--- src/rtl/jtag_dbg_pkg.sv ---
// Shared encodings for the JTAG debug port:
// TAP states, command codes and status-word bit positions.
package jtag_dbg_pkg;

  typedef enum logic [2:0] {
    ST_IDLE   = 3'b000,
    ST_ISEL   = 3'b001,
    ST_ISHFT  = 3'b100,
    ST_DSEL   = 3'b101,
    ST_DSHFT  = 3'b010,
    ST_UPDATE = 3'b110
  } state_t;

  localparam logic [2:0] CMD_NOP     = 3'b000;
  localparam logic [2:0] CMD_SETADDR = 3'b001;
  localparam logic [2:0] CMD_READ    = 3'b010;
  localparam logic [2:0] CMD_WRITE   = 3'b011;
  localparam logic [2:0] CMD_PAUSE   = 3'b100;
  localparam logic [2:0] CMD_RUN     = 3'b101;
  localparam logic [2:0] CMD_RDINC   = 3'b110;
  localparam logic [2:0] CMD_WRINC   = 3'b111;

  localparam int STS_BOOTED = 0;
  localparam int STS_PAUSED = 1;
  localparam int STS_ERR    = 2;

endpackage

--- src/rtl/jtag_debug_port_fsm.sv ---
// TMS-driven shift state machine. Ports: i_TCK, i_rstn, i_TMS in;
// inISHFT, inDSHFT, inUPDATE, loadStatus out (state decodes).
module jtag_tap_fsm
  import jtag_dbg_pkg::*;
(
  input  logic i_TCK,
  input  logic i_rstn,
  input  logic i_TMS,
  output logic inISHFT,
  output logic inDSHFT,
  output logic inUPDATE,
  output logic loadStatus
);

  state_t stateQ;
  state_t stateD;

  always_ff @(posedge i_TCK or negedge i_rstn) begin
    if (!i_rstn) stateQ <= ST_IDLE;
    else         stateQ <= stateD;
  end

  always_comb begin
    stateD     = stateQ;
    inISHFT    = 1'b0;
    inDSHFT    = 1'b0;
    inUPDATE   = 1'b0;
    loadStatus = 1'b0;
    unique case (stateQ)
      ST_IDLE:   stateD = i_TMS ? ST_ISEL : ST_IDLE;
      ST_ISEL: begin
        stateD     = i_TMS ? ST_DSEL : ST_ISHFT;
        loadStatus = !i_TMS;
      end
      ST_ISHFT: begin
        stateD  = i_TMS ? ST_UPDATE : ST_ISHFT;
        inISHFT = 1'b1;
      end
      ST_DSEL:   stateD = i_TMS ? ST_IDLE : ST_DSHFT;
      ST_DSHFT: begin
        stateD  = i_TMS ? ST_IDLE : ST_DSHFT;
        inDSHFT = 1'b1;
      end
      ST_UPDATE: begin
        stateD   = ST_IDLE;
        inUPDATE = 1'b1;
      end
      default:   stateD = ST_IDLE;
    endcase
  end

endmodule

--- src/rtl/jtag_debug_port.sv ---
// JTAG-style debug port: shifts commands/data over TCK/TMS/TDI/TDO and
// drives memory strobes and pause/run pulses. Status word = {err,paused,booted}.
module jtag_debug_port
  import jtag_dbg_pkg::*;
#(
  parameter int DATA_W = 16,
  parameter int ADDR_W = 16,
  parameter int CMD_W  = 8
) (
  input  logic              i_TCK,
  input  logic              i_rstn,
  input  logic              i_TMS,
  input  logic              i_TDI,
  output logic              o_TDO,
  input  logic              i_isBooted,
  input  logic              i_isPaused,
  input  logic [DATA_W-1:0] i_memDataIn,
  output logic [ADDR_W-1:0] o_memAddr,
  output logic [DATA_W-1:0] o_memDataOut,
  output logic              o_memWr,
  output logic              o_memEn,
  output logic              o_reqPause,
  output logic              o_reqRun
);

  logic              inISHFT;
  logic              inDSHFT;
  logic              inUPDATE;
  logic              loadStatus;
  logic [CMD_W-1:0]  cmdQ;
  logic [DATA_W-1:0] dataQ;
  logic [ADDR_W-1:0] addrQ;
  logic              err;
  logic [CMD_W-1:0]  statusWord;
  logic              cmdValid;
  logic              isSetAddr;
  logic              isMem;
  logic              isPause;
  logic              isRun;
  logic              memOk;
  logic              memErr;

  jtag_tap_fsm uFsm (
    .i_TCK      (i_TCK),
    .i_rstn     (i_rstn),
    .i_TMS      (i_TMS),
    .inISHFT    (inISHFT),
    .inDSHFT    (inDSHFT),
    .inUPDATE   (inUPDATE),
    .loadStatus (loadStatus)
  );

  assign cmdValid = (cmdQ[CMD_W-1:3] == '0);

  always_comb begin
    isSetAddr = 1'b0;
    isMem     = 1'b0;
    isPause   = 1'b0;
    isRun     = 1'b0;
    if (inUPDATE && cmdValid) begin
      unique case (cmdQ[2:0])
        CMD_SETADDR: isSetAddr = 1'b1;
        CMD_READ,
        CMD_WRITE,
        CMD_RDINC,
        CMD_WRINC:   isMem     = 1'b1;
        CMD_PAUSE:   isPause   = 1'b1;
        CMD_RUN:     isRun     = 1'b1;
        default:     ;
      endcase
    end
  end

  // Memory access is only legal while the core is halted.
  assign memOk  = isMem & i_isPaused;
  assign memErr = isMem & !i_isPaused;

  always_comb begin
    statusWord             = '0;
    statusWord[STS_BOOTED] = i_isBooted;
    statusWord[STS_PAUSED] = i_isPaused;
    statusWord[STS_ERR]    = err;
  end

  always_ff @(posedge i_TCK or negedge i_rstn) begin
    if (!i_rstn) begin
      cmdQ  <= '0;
      dataQ <= '0;
      addrQ <= '0;
      err   <= 1'b0;
    end else begin
      if (loadStatus)   cmdQ <= statusWord;
      else if (inISHFT) cmdQ <= {cmdQ[CMD_W-2:0], i_TDI};

      if (inDSHFT)
        dataQ <= {dataQ[DATA_W-2:0], i_TDI};
      else if (memOk && !cmdQ[0])
        dataQ <= i_memDataIn;

      if (isSetAddr)
        addrQ <= dataQ[ADDR_W-1:0];
      else if (memOk && cmdQ[2])
        addrQ <= addrQ + 1'b1;

      // Sticky; cleared when the status word is captured.
      if (memErr)          err <= 1'b1;
      else if (loadStatus) err <= 1'b0;
    end
  end

  assign o_TDO        = inDSHFT ? dataQ[DATA_W-1] : cmdQ[CMD_W-1];
  assign o_memAddr    = addrQ;
  assign o_memDataOut = dataQ;
  assign o_memWr      = cmdQ[0];
  assign o_memEn      = memOk;
  assign o_reqPause   = isPause;
  assign o_reqRun     = isRun;

endmodule

--- config.mk ---
export PLATFORM = sky130hd
export DESIGN_NAME = jtag_debug_port
export DESIGN_NICKNAME = d
export VERILOG_FILES = /design/src/rtl/jtag_dbg_pkg.sv /design/src/rtl/jtag_debug_port_fsm.sv /design/src/rtl/jtag_debug_port.sv
export SDC_FILE = /design/constraint.sdc
export NUM_CORES = 1
export LEC_CHECK = 0
export BUFFER_PORTS_ARGS = -buffer_cell sky130_fd_sc_hd__buf_4
export CORE_MARGIN = 4
export CORE_UTILIZATION = 41
export DETAILED_ROUTE_END_ITERATION = 16
export PLACE_DENSITY = 0.68
export SETUP_SLACK_MARGIN = 0.05
export SKIP_LAST_GASP = 1
export SYNTH_ARGS = -nofsm -noshare
export SYNTH_HDL_FRONTEND = slang
export SYNTH_SLANG_ARGS = --single-unit
--- constraint.sdc ---
create_clock -name i_TCK -period 3.25 [get_ports i_TCK]
set_input_delay 0.1625 -clock i_TCK [delete_from_list [all_inputs] [get_ports i_TCK]]
set_output_delay 0.1625 -clock i_TCK [all_outputs]
set_load 0.02 [all_outputs]
# Word level (Yosys, flattened, before mapping)
# Cells that the tools add are included.
# word_totals
reg_bits	44
out_inout_bits	37
in_bits	22
# op_classes
n_eq_ne	12
muxes	26
bitwise	2
add_sub_neg	1
n_reduce_logical	14
# ops
op	count
two-way mux 16 bit	4
== test 3 bit (second input constant)	7
two-way mux 1 bit	17
adder 16 x 1 -> 16 bit (second input constant)	1
two-way mux 8 bit	2
one-hot mux 3 bit (4 select lines)	1
== test 3 x 2 -> 1 bit (second input constant)	3
nonzero test 2 bit	4
== test 3 x 1 -> 1 bit (second input constant)	2
zero test 5 bit	1
two-way mux 2 bit	2
OR reduction 4 bit	1
logical AND 1 bit	3
zero test 1 bit	3
zero test 3 bit	1
AND 1 bit	2
OR reduction 2 bit	1

# Logic depth before layout (Yosys ltp)
# Gate-level depths: netlist of run 1.
# logic_depth
ltp_word	8
depth_mapped	8
mapped_depth_nobuf	6

# By module
# Synthesis of run 1 repeated with hierarchy kept, for this count alone.
# hier_totals
hier_cells	235
hier_area_um2	2436.1
# modules_own_cells
module	area_per_inst_um2	seq_area_each_um2	instances	cells_per_inst
jtag_debug_port	2279.7	1026.0	1	220
jtag_tap_fsm	156.4	75.1	1	15

# Least setup slack after synthesis of run 1
# No wires, ideal clock.
# synth_timing
path_kind	register -> register
from	reg addrQ[7], in the netlist o_memAddr[7]
to	reg addrQ[15], in the netlist o_memAddr[15]
arrival_time_ns	1.598
required_time_ns	3.112
synth_period_minus_slack_ns	1.735
path_stages_with_launch	8
setup_time_ns	0.138
path_buffers	2
path_slack_ns	1.515
cell_sequence	dfrtp_1 -> buf_2 -> and4_1 -> clkbuf_1 -> and4_1 -> a31oi_1 -> o21ai_0 -> o311ai_1
# synth_between
elab_chain_cells	3
# synth_rtl
item	line	source
start, declared	jtag_debug_port.sv:32	logic [ADDR_W-1:0] addrQ;
start signal, assigned	jtag_debug_port.sv:101	addrQ <= dataQ[ADDR_W-1:0];
start signal, assigned	jtag_debug_port.sv:103	addrQ <= addrQ + 1'b1;
adder 16 x 1 -> 16 bit	jtag_debug_port.sv:103	
two-way mux 16 bit	jtag_debug_port.sv:102	else if (memOk && cmdQ[2])
two-way mux 16 bit	jtag_debug_port.sv:100	if (isSetAddr)
# Every way passes these cells. The select of a mux whose other input is x is not followed.
# A chain may end at the register's enable or synchronous reset.

# Final worst setup path of run 1
# layout_timing
from	reg uFsm.stateQ[0]
to	out o_TDO
# layout_between
elab_chain_cells	3
# layout_rtl
item	line	source
start, declared	jtag_debug_port_fsm.sv:15	state_t stateQ;
start signal, assigned	jtag_debug_port_fsm.sv:20	else stateQ <= stateD;
== test 3 x 2 -> 1 bit	jtag_debug_port_fsm.sv:29	unique case (stateQ)
two-way mux 1 bit	jtag_debug_port_fsm.sv:29	
two-way mux 1 bit	jtag_debug_port.sv:111	assign o_TDO = inDSHFT ? dataQ[DATA_W-1] : cmdQ[CMD_W-1];
end, declared	jtag_debug_port.sv:14	output logic o_TDO,
# Every way passes these cells.

==> key figures, run 1 <==
STA
  – Final-report setup violation count: 0
  – Relative slew slack: 48.7%
  – Clock Skews: 0.0103 ns
  – Worst slew pin tran: 0.763 ns
  – Unrepaired setup endpoints after global routing: no
  – Final Hold Viols: 0
  – Tmin final: 1.95 ns
  – Fmax achieved: 0.513 GHz
  – Setup TNS: 0 ns
  – Hold Slack: 0.102 ns
  – Final Max Slew Viols: 0
  – Crit share post-route: 60.0%

Worst hold path
  – Worst hold path type: input port to register

Route
  – DRT iter0 DRCs: 161
  – Drt pass-1 iters: 4
  – Vias: 2016
  – Avg WL per Cell: 15.8 microns
  – DRC Markers: 0
  – Number of vias per cell: 5.51
  – Routed Antenna Nets: 0
  – Drt total wl: 5.78 mm

Place
  – Port Buffer Count: 58
  – GP Congestion: 0.799
  – DP Wirelength: 4.22 mm

Clocking
  – H-tree levels: 2
  – Sink Count: 44
  – Clock buffer depth: 2
  – CTS buffer count: 5
  – CTS tree: done
  – Clk Tree Root Cell: clkbuf_8
  – Insertion delay to the later sink of the worst-skew pair: 0.30 ns
  – Clock slew at reported path FFs: 0.09 ns

Synth
  – Post-synth top cells: 44 x dfrtp_1, 38 x nand2_1, 32 x o21ai_0, 18 x mux2i_1, 10 x o311ai_1
  – Synth Cell Area: 2310 sq um
  – Largest family of logic cells by synthesized area: compound AO/OA/AOI/OAI gates
  – Post-synth EDFFs: 0
  – Syn_area_per_cell: 9.78 sq um
  – Adder-Cell Fraction of Synth Area: 0.542%
  – Sequential share of the synthesized area: 47.7%
  – Post-synth top area share: 47.7%
  – Largest area contributor in the netlist: dfrtp_1
  – Post-synthesis compound-gate area fraction: 20.3%
  – Most used DFF post-synth: dfrtp_1
  – Post-synthesis xor/xnor area fraction: 0.380%
  – Top cells by area, synth: dfrtp_1 48%, mux2i_1 7.8%, o21ai_0 6.9%
  – Synth Area in Simple Gates: 18.8%
  – Post-synthesis register bit count: 44
  – Netlist cell types: 44
  – Mux contribution to synthesized area: 8.30%
  – Mapped Nets: 259
  – Synth Instances: 236
  – FFs w/ async S/R, synth: 100%
  – Cell with the most instances after synthesis: dfrtp_1
  – Yosys warns: 0

Floorplanning
  – Die ar.: 6890 sq um
  – Die Y: 83.0 microns
  – Starting Density: 42.2%
  – # rows: 27
  – Core ar.: 5470 sq um
  – Ports: 59
  – Die Wd: 83.0 microns

Layout
  – Layout cells sized above 1: 26.9%
  – P&R area growth vs syn: 26.4%
  – Ant. Diodes: 0
  – Fin nets: 316

Pwr
  – Peak VDD IR: 536 uV
  – Static Leak: 0.00127 uW
  – Pwr per Cell Area: 896 nW/um^2

Global routing
  – Largest net degree at the start of global routing: 45
  – Initial antenna violation count: 0
  – Overall routing resource usage: 17.2%
  – First-pass GRT wire length: 9.69 mm
  – Total grt overflow: 0
  – Number of global-route vias before repair: 1896

Critical path
  – CP arrival: 1.79 ns
  – Worst EP required: 3.09 ns
  – Kind of critical path: register to primary output
  – Maximum fanout along the worst path: 18
  – Worst setup SP type: register
  – Crit end category: primary output

Outcome
  – Status: finished, final reports clean

Job
  – Max_cap viols: 0
[area by class of cell]
cell class                 instances  area, sq um
fill                             534         2560
multi-input combinational        173         1120
sequential                        44         1100
timing repair buffer              61          460
tap                               72         90.1
clock buffer                       5         68.8
clock inverter                     3         47.5
inverter                           8         30.0
[power by group]
part | internal (uW) | switching, uW
logic | 490 | 596
clock network | 232 | 203
registers | 769 | 323
total | 1490 | 1120
[metrics by stage]
stage | instance area [sq um] | power [uW] | setup slack (ns) | util (%) | instances
after floorplan | 2310 | 1730 | 1.51 | - | 236
after global placement | 2790 | 2180 | 1.42 | 51.0 | 357
after detailed placement | 2790 | 2200 | 1.42 | 51.0 | 357
after CTS | 2920 | 2640 | 1.28 | 53.3 | 366
after global routing | 2920 | 2810 | 1.19 | 53.3 | 366
final | 2920 | 2610 | 1.30 | 53.3 | 366
[final timing paths]
path / end / cells past startpoint / start / slack (ns)
min in group asynchronous: o_memDataOut[8]$_DFFE_PN0P_ / 2 / i_rstn / 0.38
max in group asynchronous: o_memAddr[1]$_DFFE_PN0P_ / 2 / i_rstn / 2.46
setup reg to reg: o_memAddr[4]$_DFFE_PN0P_ / 5 / uFsm.stateQ[0]$_DFF_PN0_ / 1.39
hold / removal: cmdQ[0]$_DFFE_PN0P_ / 3 / i_isBooted / 0.10
hold reg to reg: err$_DFFE_PN0P_ / 2 / err$_DFFE_PN0P_ / 0.53
setup / recovery: o_TDO / 4 / uFsm.stateQ[0]$_DFF_PN0_ / 1.30
[kinds of logic after synthesis]
group | count (synthesis)
buf+inv | 19
fa+ha+maj | 1
mux | 19
flops | 44
xor+xnor | 1
simple gates | 81
compound gates | 71
[placed cells by master, fill, tap and decap left out, types with 3 or more instances in the layout]
master,n
a22o_1,5
a31oi_1,3
inv_1,8
a21oi_1,7
dfrtp_1,44
and4_1,3
o311ai_1,10
o22ai_1,4
buf_4,60
nand2_1,38
nand3_1,8
nand4_1,3
mux2i_1,18
and3_1,4
clkbuf_8,5
nor2_1,9
o21ai_0,32
[worst max-delay path: stages, from the launching register on]
cell     delay (ns)
dfrtp_1        0.45
nor3b_2        0.19
buf_4          0.32
mux2_2         0.37
buf_4          0.15
[layer usage]
metal / GRT usage [%] / wire length, microns / up-vias
met1: 23.8 / 2650 / 963
met4: 4.46 / 62 / 0
met3: 5.06 / 335 / 6
met2: 26.2 / 2730 / 60
li1: - / - / 987
met5: 0 / 0 / -
[flip-flops by register name (all words and copies together), names as in the netlist]
signal and count:
o_memAddr 16, err 1, uFsm.stateQ 3, cmdQ 8, o_memDataOut 16
[timing repair]
action / in CTS / in global routing
resized for setup: 0 / 0
buffers inserted: 0 / 0
hold endpoints to repair: 44 / 0
hold buffers: 1 / 0
(Power assumes the default switching activity.)
==> run 2, diff against run 1 <==
ABC_AREA = 1   (was default)
PLACE_DENSITY = 0.67   (was 0.68)
clock period = 1.95 ns   (was 3.25 ns; I/O delays follow)
==> run 2 against run 1 <==
Effect of this change: flip-flop and latch count is the same; clock skew fell by 0.0017 ns; register-to-register slack lost 1.1 ns; sequential power increased by 60%; setup slack worse by 1.1 ns; clock-buffer cell count unchanged; design area is 15% higher; via count increased by 30%; routed wire length increased by 25%; global-route usage rose by 2.1 points; critical path type unchanged; combinational power rose by 130%; synthesized cell count increased by 52%.
==> key figures, run 2 <==
Layout
  – Fin nets: 442 (was 316)
  – P&R area growth vs syn: 24.9% (was 26.4%)
  – Ant. Diodes: 0 (unchanged)
  – Layout cells sized above 1: 26.0% (was 26.9%)
  – Most common cell after layout, fill and taps aside: nand2_1 (was buf_4)
  – Most frequent cells in the layout: 109 x nand2_1, 66 x buf_4, 64 x nand3_1, 44 x dfrtp_1, 25 x inv_1 (was 60 x buf_4, 44 x dfrtp_1, 38 x nand2_1, 32 x o21ai_0, 18 x mux2i_1)

Synth
  – Synth Cell Area: 2700 sq um (was 2310 sq um)
  – Most used DFF post-synth: dfrtp_1 (unchanged)
  – FFs w/ async S/R, synth: 100% (unchanged)
  – Post-synthesis register bit count: 44 (unchanged)
  – Yosys warns: 0 (unchanged)
  – Cell with the most instances after synthesis: nand2_1 (was dfrtp_1)
  – Mapped Nets: 381 (was 259)
  – Syn_area_per_cell: 7.53 sq um (was 9.78 sq um)
  – Sequential share of the synthesized area: 40.8% (was 47.7%)
  – Top cells by area, synth: dfrtp_1 41%, nand2_1 15%, nand3_1 12% (was dfrtp_1 48%, mux2i_1 7.8%, o21ai_0 6.9%)
  – Post-synth EDFFs: 0 (unchanged)
  – Synth Instances: 358 (was 236)
  – Netlist cell types: 32 (was 44)
  – Post-synth top cells: 110 x nand2_1, 64 x nand3_1, 44 x dfrtp_1, 25 x inv_1, 21 x nor2_1 (was 44 x dfrtp_1, 38 x nand2_1, 32 x o21ai_0, 18 x mux2i_1, 10 x o311ai_1)
  – Post-synth top area share: 40.8% (was 47.7%)
  – Largest area contributor in the netlist: dfrtp_1 (unchanged)

Place
  – Pre-CTS WS: 0.227 ns (was 1.42 ns)
  – GP Congestion: 0.849 (was 0.799)
  – DP Wirelength: 5.13 mm (was 4.22 mm)
  – Port Buffer Count: 58 (unchanged)

Critical path
  – Crit end category: primary output (unchanged)
  – R2r setup slk: 0.25 ns (was 1.39 ns)
  – Worst R2R Start: uFsm.stateQ[2]$_DFF_PN0_ (was uFsm.stateQ[0]$_DFF_PN0_)
  – Worst Reg-to-Reg Cells: 8 (was 5)
  – Worst setup SP type: register (unchanged)
  – Worst EP required: 1.85 ns (was 3.09 ns)
  – Crit Reg-Reg Endpoint: o_memAddr[13]$_DFFE_PN0P_ (was o_memAddr[4]$_DFFE_PN0P_)
  – Kind of critical path: register to primary output (unchanged)
  – Start point of the critical path: uFsm.stateQ[0]$_DFF_PN0_ (unchanged)
  – Maximum fanout along the worst path: 20 (was 18)
  – CP arrival: 1.70 ns (was 1.79 ns)

Clocking
  – Clk Tree Root Cell: clkbuf_8 (unchanged)
  – CTS tree: done (unchanged)
  – Clock slew at reported path FFs: 0.09 ns (about the same)
  – Sink Count: 44 (unchanged)
  – Clock buffer depth: 2 (unchanged)
  – CTS buffer count: 5 (unchanged)
  – Insertion delay to the later sink of the worst-skew pair: 0.31 ns (was 0.30 ns)
  – H-tree levels: 2 (unchanged)

Worst hold path
  – Worst hold path type: input port to register (unchanged)
  – Hold endpoint: uFsm.stateQ[0]$_DFF_PN0_ (was cmdQ[0]$_DFFE_PN0P_)
  – Hold Path Origin: i_TMS (was i_isBooted)
  – WHS Path Cells: 3 (unchanged)

Global routing
  – First-pass GRT wire length: 11.9 mm (was 9.69 mm)
  – Overall routing resource usage: 19.3% (was 17.2%)
  – Initial antenna violation count: 0 (unchanged)
  – Total grt overflow: 0 (unchanged)
  – Number of global-route vias before repair: 2440 (was 1896)
  – Largest net degree at the start of global routing: 45 (unchanged)

STA
  – Crit share post-route: 92.0%
  – Unrepaired setup endpoints after global routing: yes (was no)
  – Fmax achieved: 0.557 GHz
  – Final Max Slew Viols: 0 (unchanged)
  – Final-report setup violation count: 0 (unchanged)
  – Setup TNS: 0 ns (unchanged)
  – Relative slew slack: 61.4% (was 48.7%)
  – Clock Skews: 0.00866 ns (was 0.0103 ns)
  – Worst slew pin tran: 0.580 ns (was 0.763 ns)
  – Final Hold Viols: 0 (unchanged)
  – Tmin final: 1.79 ns
  – PnR worst setup slack: 0.155 ns (was 1.30 ns)

Floorplanning
  – Die Wd: 89.1 microns (was 83.0 microns)
  – Core ar.: 6350 sq um (was 5470 sq um)
  – Die Y: 89.1 microns (was 83.0 microns)
  – Starting Density: 42.5% (was 42.2%)
  – Die ar.: 7940 sq um (was 6890 sq um)
  – Ports: 59 (unchanged)
  – # rows: 29 (was 27)

Pwr
  – Peak VDD IR: 745 uV (was 536 uV)
  – Pwr per Cell Area: 1470 nW/um^2 (was 896 nW/um^2)
  – Static Leak: 0.00176 uW (was 0.00127 uW)

Route
  – Routed Antenna Nets: 0 (unchanged)
  – Drt pass-1 iters: 4 (unchanged)
  – Drt total wl: 7.21 mm (was 5.78 mm)
  – DRT iter0 DRCs: 97 (was 161)
  – Vias: 2624 (was 2016)
  – Avg WL per Cell: 14.5 microns (was 15.8 microns)
  – Number of vias per cell: 5.28 (was 5.51)
  – DRC Markers: 0 (unchanged)

Job
  – Max_cap viols: 0 (unchanged)

Outcome
  – Status: finished, final reports clean (unchanged)
-- run 2: cell count changes in the layout (fill, tap and decap cells not counted), sizes merged, moves of 10 or more --
| cell | change |
|---|---|
| nand4 | +10 |
| nor2 | +16 |
| nand2 | +83 |
| nand3 | +66 |
| o21ai | -20 |
| o311ai | -11 |
| inv | +19 |
| mux2i | -18 |
-- run 2: per-stage QoR --
stage	cells	hold slack, ns	util [%]	power [uW]	cell area, sq um
floorplan	358	-0.198	-	3260	2700
global placement	484	0.135	50.1	4110	3180
detailed placement	484	0.139	50.1	4160	3180
CTS	494	0.0627	52.2	4890	3320
global route	497	0.0608	53.0	5340	3370
finish	497	0.0713	53.0	4940	3370
-- run 2: cell families after synthesis --
family / Yosys count / synth area share, %
simple gates: 240 / 44.3
xor+xnor: 7 / 2.27
buf+inv: 44 / 7.61
flops: 44 / 40.8
fa+ha+maj: 1 / 0.464
compound gates: 22 / 4.55
-- run 2: layer usage --
layer / GRT usage [%] / part of all wire [%]
met1: 26.9 / 45
met2: 30.9 / 49
met3: 3.59 / 5.3
met4: 5.01 / 1.3
met5: 0 / 0
-- run 2: worst max path at each step --
| stage | cells past startpoint | to |
|---|---|---|
| global route | 7 | o_reqPause |
| floorplan | 6 | o_reqPause |
| finish | 6 | o_TDO |
| global placement | 8 | o_memDataOut[2]$_DFFE_PN0P_ |
| CTS | 8 | o_TDO |
| detailed placement | 8 | o_memDataOut[5]$_DFFE_PN0P_ |
-- run 2: critical path: stages (launching register included) --
cell	delay (ns)
dfrtp_1	0.45
nor2_4	0.14
buf_4	0.19
nand2_2	0.11
buf_12	0.18
a21oi_1	0.16
buf_4	0.16
-- run 2: layout make-up --
cell class,count,area [sq um]
clock buffers,5,68.8
clock inverters,3,42.5
fillers,597,2980
inverters,28,105
multi-input cells,270,1390
flip-flops and latches,44,1100
well taps,77,96.3
repair buffers,70,561
-- run 2: power breakdown --
group,switching (uW),total [uW],internal (uW)
Clock,343,722,380
Combinational,1520,2480,955
Sequential,460,1740,1280
Total,2330,4940,2610
-- run 2: repair_timing --
item / CTS / global route
gates cloned: 0 / 1
buffers inserted: 0 / 2
endpoints found under the hold margin: 45 / 0
hold buffers: 2 / 0
endpoints found under the setup margin: 1 / 11
gates resized for setup: 1 / 3
pin swaps: 0 / 1
